--- src/rtl/viterbi_frame_ctrl.sv ---
// Viterbi frame controller: sequences clear/load/tail/drain around a
// fixed-latency decoder and re-times its bits onto a framed output.
module viterbi_frame_ctrl #(
  parameter int FRAME_LEN   = 32,
  parameter int TAIL_LEN    = 2,
  parameter int DEC_LATENCY = 15
) (
  input  logic       clk,
  input  logic       reset,
  input  logic       abort,
  input  logic       in_valid,
  output logic       in_ready,
  input  logic [1:0] in_sym,
  input  logic       in_last,
  output logic       dec_clr,
  output logic [1:0] dec_sym,
  input  logic       dec_bit,
  output logic       out_valid,
  output logic       out_bit,
  output logic       out_last,
  output logic       busy,
  output logic       underrun,
  output logic       frame_err
);

  typedef enum logic [2:0] {
    S_IDLE,
    S_CLEAR,
    S_LOAD,
    S_TAIL,
    S_DRAIN
  } state_t;

  localparam logic [7:0] LoadEnd  = 8'(FRAME_LEN - 1);
  localparam logic [7:0] TailEnd  = 8'(TAIL_LEN - 1);
  localparam logic [7:0] DrainEnd = 8'(DEC_LATENCY);
  localparam int         TOP      = DEC_LATENCY - 1;

  state_t state_q, state_d;
  logic [7:0] cnt_q, cnt_d;
  logic [1:0] sym_q, sym_d;
  logic       cur_dat_q, cur_dat_d;
  logic       cur_lst_q, cur_lst_d;
  logic [DEC_LATENCY-1:0] tdat_q, tdat_d;
  logic [DEC_LATENCY-1:0] tlst_q, tlst_d;
  logic       ov_q, ov_d;
  logic       ob_q, ob_d;
  logic       ol_q, ol_d;
  logic       ur_q, ur_d;
  logic       fe_q, fe_d;
  logic       in_load;
  logic       flush;
  logic       last_beat;

  assign in_load   = (state_q == S_LOAD);
  assign flush     = abort && (state_q != S_IDLE);
  assign last_beat = (cnt_q == LoadEnd);

  always_comb begin
    state_d = state_q;
    cnt_d   = cnt_q;
    unique case (state_q)
      S_IDLE: begin
        if (in_valid) begin
          state_d = S_CLEAR;
          cnt_d   = 8'd0;
        end
      end
      S_CLEAR: begin
        state_d = S_LOAD;
        cnt_d   = 8'd0;
      end
      S_LOAD: begin
        if (last_beat) begin
          state_d = S_TAIL;
          cnt_d   = 8'd0;
        end else begin
          cnt_d = cnt_q + 8'd1;
        end
      end
      S_TAIL: begin
        if (cnt_q == TailEnd) begin
          state_d = S_DRAIN;
          cnt_d   = 8'd0;
        end else begin
          cnt_d = cnt_q + 8'd1;
        end
      end
      S_DRAIN: begin
        if (cnt_q == DrainEnd) begin
          state_d = S_IDLE;
          cnt_d   = 8'd0;
        end else begin
          cnt_d = cnt_q + 8'd1;
        end
      end
      default: begin
        state_d = S_IDLE;
        cnt_d   = 8'd0;
      end
    endcase
    if (flush) begin
      state_d = S_IDLE;
      cnt_d   = 8'd0;
    end
  end

  // Tags ride alongside dec_sym so only load-phase bits reach the output.
  always_comb begin
    sym_d     = 2'b00;
    cur_dat_d = in_load;
    cur_lst_d = in_load && last_beat;
    tdat_d    = '0;
    tlst_d    = '0;
    if (in_load && in_valid) begin
      sym_d = in_sym;
    end
    tdat_d[0] = cur_dat_q;
    tlst_d[0] = cur_lst_q;
    for (int i = 1; i < DEC_LATENCY; i++) begin
      tdat_d[i] = tdat_q[i-1];
      tlst_d[i] = tlst_q[i-1];
    end
    ov_d = tdat_q[TOP];
    ob_d = tdat_q[TOP] & dec_bit;
    ol_d = tdat_q[TOP] & tlst_q[TOP];
    ur_d = ur_q;
    fe_d = fe_q;
    if ((state_q == S_IDLE) && in_valid) begin
      ur_d = 1'b0;
      fe_d = 1'b0;
    end
    if (in_load && !abort) begin
      if (!in_valid) begin
        ur_d = 1'b1;
      end else if (in_last != last_beat) begin
        fe_d = 1'b1;
      end
    end
    if (flush) begin
      sym_d     = 2'b00;
      cur_dat_d = 1'b0;
      cur_lst_d = 1'b0;
      tdat_d    = '0;
      tlst_d    = '0;
      ov_d      = 1'b0;
      ob_d      = 1'b0;
      ol_d      = 1'b0;
    end
  end

  always_ff @(posedge clk or negedge reset) begin
    if (!reset) begin
      state_q   <= S_IDLE;
      cnt_q     <= 8'd0;
      sym_q     <= 2'b00;
      cur_dat_q <= 1'b0;
      cur_lst_q <= 1'b0;
      tdat_q    <= '0;
      tlst_q    <= '0;
      ov_q      <= 1'b0;
      ob_q      <= 1'b0;
      ol_q      <= 1'b0;
      ur_q      <= 1'b0;
      fe_q      <= 1'b0;
    end else begin
      state_q   <= state_d;
      cnt_q     <= cnt_d;
      sym_q     <= sym_d;
      cur_dat_q <= cur_dat_d;
      cur_lst_q <= cur_lst_d;
      tdat_q    <= tdat_d;
      tlst_q    <= tlst_d;
      ov_q      <= ov_d;
      ob_q      <= ob_d;
      ol_q      <= ol_d;
      ur_q      <= ur_d;
      fe_q      <= fe_d;
    end
  end

  assign in_ready  = in_load;
  assign dec_clr   = (state_q == S_CLEAR);
  assign busy      = (state_q != S_IDLE);
  assign dec_sym   = sym_q;
  assign out_valid = ov_q;
  assign out_bit   = ob_q;
  assign out_last  = ol_q;
  assign underrun  = ur_q;
  assign frame_err = fe_q;

endmodule

--- config.mk ---
export PLATFORM = sky130hd
export DESIGN_NAME = viterbi_frame_ctrl
export DESIGN_NICKNAME = d
export VERILOG_FILES = /design/src/rtl/viterbi_frame_ctrl.sv
export SDC_FILE = /design/constraint.sdc
export NUM_CORES = 1
export LEC_CHECK = 0
export CORE_MARGIN = 2
export CORE_UTILIZATION = 55
export DETAILED_ROUTE_END_ITERATION = 8
export HOLD_SLACK_MARGIN = 0.1
export PLACE_DENSITY = 0.75
export SETUP_SLACK_MARGIN = 0.5
export SLEW_MARGIN = 20
export SYNTH_ARGS = -nofsm -noshare
export SYNTH_HDL_FRONTEND = slang
export SYNTH_SLANG_ARGS = --single-unit
--- constraint.sdc ---
create_clock -name clk -period 3.5 [get_ports clk]
set_input_delay 0.7 -clock clk [delete_from_list [all_inputs] [get_ports clk]]
set_output_delay 0.7 -clock clk [all_outputs]
set_load 0.05 [all_outputs]
==> metrics.csv <==
metric,value,unit
final WL,3404,um
worst slew pin tran,730.2,ps
synthesis-to-layout area growth,13.89,%
cell count along the critical path,3,
Hold Crit Class,primary input to async pin,
initial DRC count,123,
Switching Power,516.5,uW
Final Setup Violations,0,
CP Class,flip-flop to primary output,
post-layout minimum cycle time,2846,ps
multi-input logic area,708.2,um^2
synth warn,0,
clock power share,0.242,
layout cells sized above 1,0.08065,
router iterations before antenna repair,4,
switching share of power,0.3545,
fillers,251,
Comb pwr share,0.285,
Total Power,1.457,mW
Setup Total Neg Slack,0,ps
Final Hold Vio Count,0,
post-synth net total,178,
area of the core,0.003416,mm^2
Remaining DRCs,0,
Ports,18,
Worst Setup EP,busy,
CP required,2800,ps
dpl hpwl,2220,um
CP Launch Point,state_q[1]$_DFFE_PN0P_,
Reg2Reg Capture Point,cnt_q[3]$_DFFE_PN0N_,
Starting Density,0.5883,
Longest Clk Path Bufs,2,
fin cells,232,
clk_lat worst skew,380,ps
largest net degree at the start of global routing,51,
synth unique cells,41,
syn_area_per_cell,11.96,um^2
Worst Path Arrival,2150,ps
Storage cell area,0.001251,mm^2
antenna violations before repair,0,
total grt overflow,0,
f_max,351.4,MHz
Cell Count Post-Placement,224,
Crit path buffers/inverters,2,
Max Cap Viol,0,
CP Cell Sequence,nor3_1 -> inv_2 -> clkdlybuf4s50_1,
sequential fraction of design power,0.473,
Seq cells post-synth,50,
CTS root buf,clkbuf_4,
nets,195,
Final Wtd Congestion,0.8374,
fin crit share,0.8132,
number of port buffers,17,
global-route wire length before repair,5947,um
Peak VDD IR,0.2445,mV
R2R Path Start,cnt_q[0]$_DFFE_PN0N_,
crit-path max FO,10,
register area share after synthesis,0.6227,
outcome,"finished, final reports clean",
CP top delay family,buffers and inverters,
pwr dens,636.8,mW/mm^2
Max-slew headroom,0.5123,
final slew viol count,0,
Leak Pwr,1.151,nW
GRT Total Usage,0.1920,
Site Rows,21,
H-tree Lvls,2,
number of global-route vias before repair,1261,
TritonCTS buffer count,5,
CP max-delay cell,clkdlybuf4s50_1,
WL/cell,14.67,um
internal reg-to-reg setup slack,1120,ps
Int Pwr,940.7,uW
die footprint,0.004153,mm^2
antenna-violating nets left,0,
"slowest stage delay, CP",720,ps
Worst setup EP type,primary output,
RSZ-0062 raised after global routing,no,
reg2reg path depth,6,
Post-Syn Instances,168,
Synth Cell Area,0.002009,mm^2
clock skew,13.01,ps
# diodes,0,
"Reg clk slew, reported paths",140,ps
via count,1275,
crit start category,flip-flop,
die width,64.45,um
vias per std cell,5.496,
Vert. Die Dim,64.45,um
Sink Count,50,
CTS tree,built,
==> state kept, by name, indices dropped and copies added, names as in the netlist <==
name and cells:
out_bit 1, frame_err 1, out_valid 1, cnt_q 8
out_last 1, tdat_q 15, dec_sym 2, underrun 1
state_q 3, cur_lst_q 1, tlst_q 15, cur_dat_q 1
==> power by group through the flow <==
stage | sequential (mW) | combinational, mW | clock, mW
2_1_floorplan | 0.697 | 0.306 | 0
3_3_place_gp | 0.696 | 0.405 | 0
3_5_place_dp | 0.699 | 0.416 | 0
4_1_cts | 0.688 | 0.418 | 0.364
5_1_grt | 0.699 | 0.453 | 0.389
6_report | 0.689 | 0.415 | 0.353
==> layout make-up <==
class / instances / area share
clock inverters: 2 / 0.01695
well taps: 46 / 0.02515
flip-flops and latches: 50 / 0.5467
inverters: 3 / 0.004921
multi-input cells: 108 / 0.3095
repair buffers: 17 / 0.07436
clock buffers: 6 / 0.02242
==> cell usage after synthesis <==
library cell  instances  area share
ha_1                  2       0.012
dfrtp_1              50        0.62
buf_6                 1      0.0056
nor4_1                1      0.0031
a2111oi_2             1      0.0075
nand2_1              15       0.028
xnor2_1               2      0.0087
and3_1                7       0.022
clkbuf_1              4      0.0075
and4b_1               1      0.0050
and2_1               31       0.097
a32o_1                1      0.0050
a211oi_2              1      0.0062
nor4_4                2       0.021
nand2b_1              2      0.0062
a21oi_1               1      0.0025
o2111ai_1             1      0.0044
buf_4                 1      0.0037
a31o_1                1      0.0044
nor3_1                5       0.012
buf_2                 1      0.0025
mux2i_1               1      0.0050
inv_2                 2      0.0037
o21ai_1               3      0.0075
and4_1                1      0.0044
nand3_1               3      0.0075
inv_1                 1      0.0019
a21bo_1               1      0.0050
o31ai_1               1      0.0037
a31oi_1               1      0.0031
o22ai_1               1      0.0031
nand4bb_1             1      0.0056
o2bb2ai_1             1      0.0044
a211o_1               2      0.0087
nor2_1               10       0.019
a211oi_1              1      0.0037
nor3b_1               2      0.0075
xor2_1                1      0.0044
a41o_1                1      0.0050
a21o_1                2      0.0075
o21ai_0               1      0.0025
==> worst min-delay path by stage <==
stage,startpoint,depth (start not counted),to,slack [ps]
6_report,reset,1,tlst_q[13]$_DFF_PN0_,310
5_1_grt,reset,1,tlst_q[12]$_DFF_PN0_,320
4_1_cts,tlst_q[3]$_DFF_PN0_,1,tlst_q[4]$_DFF_PN0_,470
3_5_place_dp,tdat_q[6]$_DFF_PN0_,1,tdat_q[7]$_DFF_PN0_,440
3_3_place_gp,tlst_q[11]$_DFF_PN0_,1,tlst_q[12]$_DFF_PN0_,440
2_1_floorplan,reset,0,cnt_q[0]$_DFFE_PN0N_,400
==> per-layer routing <==
| layer | track usage | part of all wire | vias up |
|---|---|---|---|
| li1 | - | - | 603 |
| met1 | 0.2446 | 0.44 | 644 |
| met2 | 0.3086 | 0.50 | 22 |
| met3 | 0.05729 | 0.040 | 6 |
| met4 | 0.07979 | 0.019 | 0 |
| met5 | 0 | 0 | - |
==> cells by family (layout without fill, tap and decap cells) <==
kind of cell / after synthesis / count (layout) / synth area share
adders and majority gates: 2 / 2 / 0.01245
DFF: 50 / 50 / 0.6227
xor gates and xnor gates: 3 / 3 / 0.01308
and+or+nand+nor: 81 / 81 / 0.2379
buffers and inverters: 10 / 28 / 0.02490
muxes: 1 / 1 / 0.004982
AOI/OAI and AO/OA: 21 / 21 / 0.08406
==> layout by cell type (no fill, tap or decap), types with 2 or more instances in the layout <==
cell type	n
a211o_1	2
a21o_1	2
and2_1	31
and3_1	7
clkbuf_4	5
clkdlybuf4s50_1	15
dfrtp_1	50
ha_1	2
inv_2	2
nand2_1	15
nand2b_1	2
nand3_1	3
nor2_1	10
nor3_1	5
nor3b_1	2
nor4_4	2
o21ai_1	3
xnor2_1	2
==> repair_timing <==
action | CTS | global route
resized for setup | 0 | 1
hold buffers | 0 | 0
setup buffers | 0 | 0
setup endpoints to repair | 0 | 1
==> metrics by stage <==
step / setup slack, ps / utilization / cell area, um^2 / hold WS, ps
6_report: 653.9 / 0.6700 / 2288 / 311.4
5_1_grt: 523.2 / 0.6700 / 2288 / 321.3
4_1_cts: 615.1 / 0.6685 / 2283 / 467.9
3_5_place_dp: 753.4 / 0.6421 / 2193 / 435.9
3_3_place_gp: 863.7 / 0.6421 / 2193 / 436.3
2_1_floorplan: 964.6 / - / 2009 / 404.4
(Power assumes the default switching activity.)
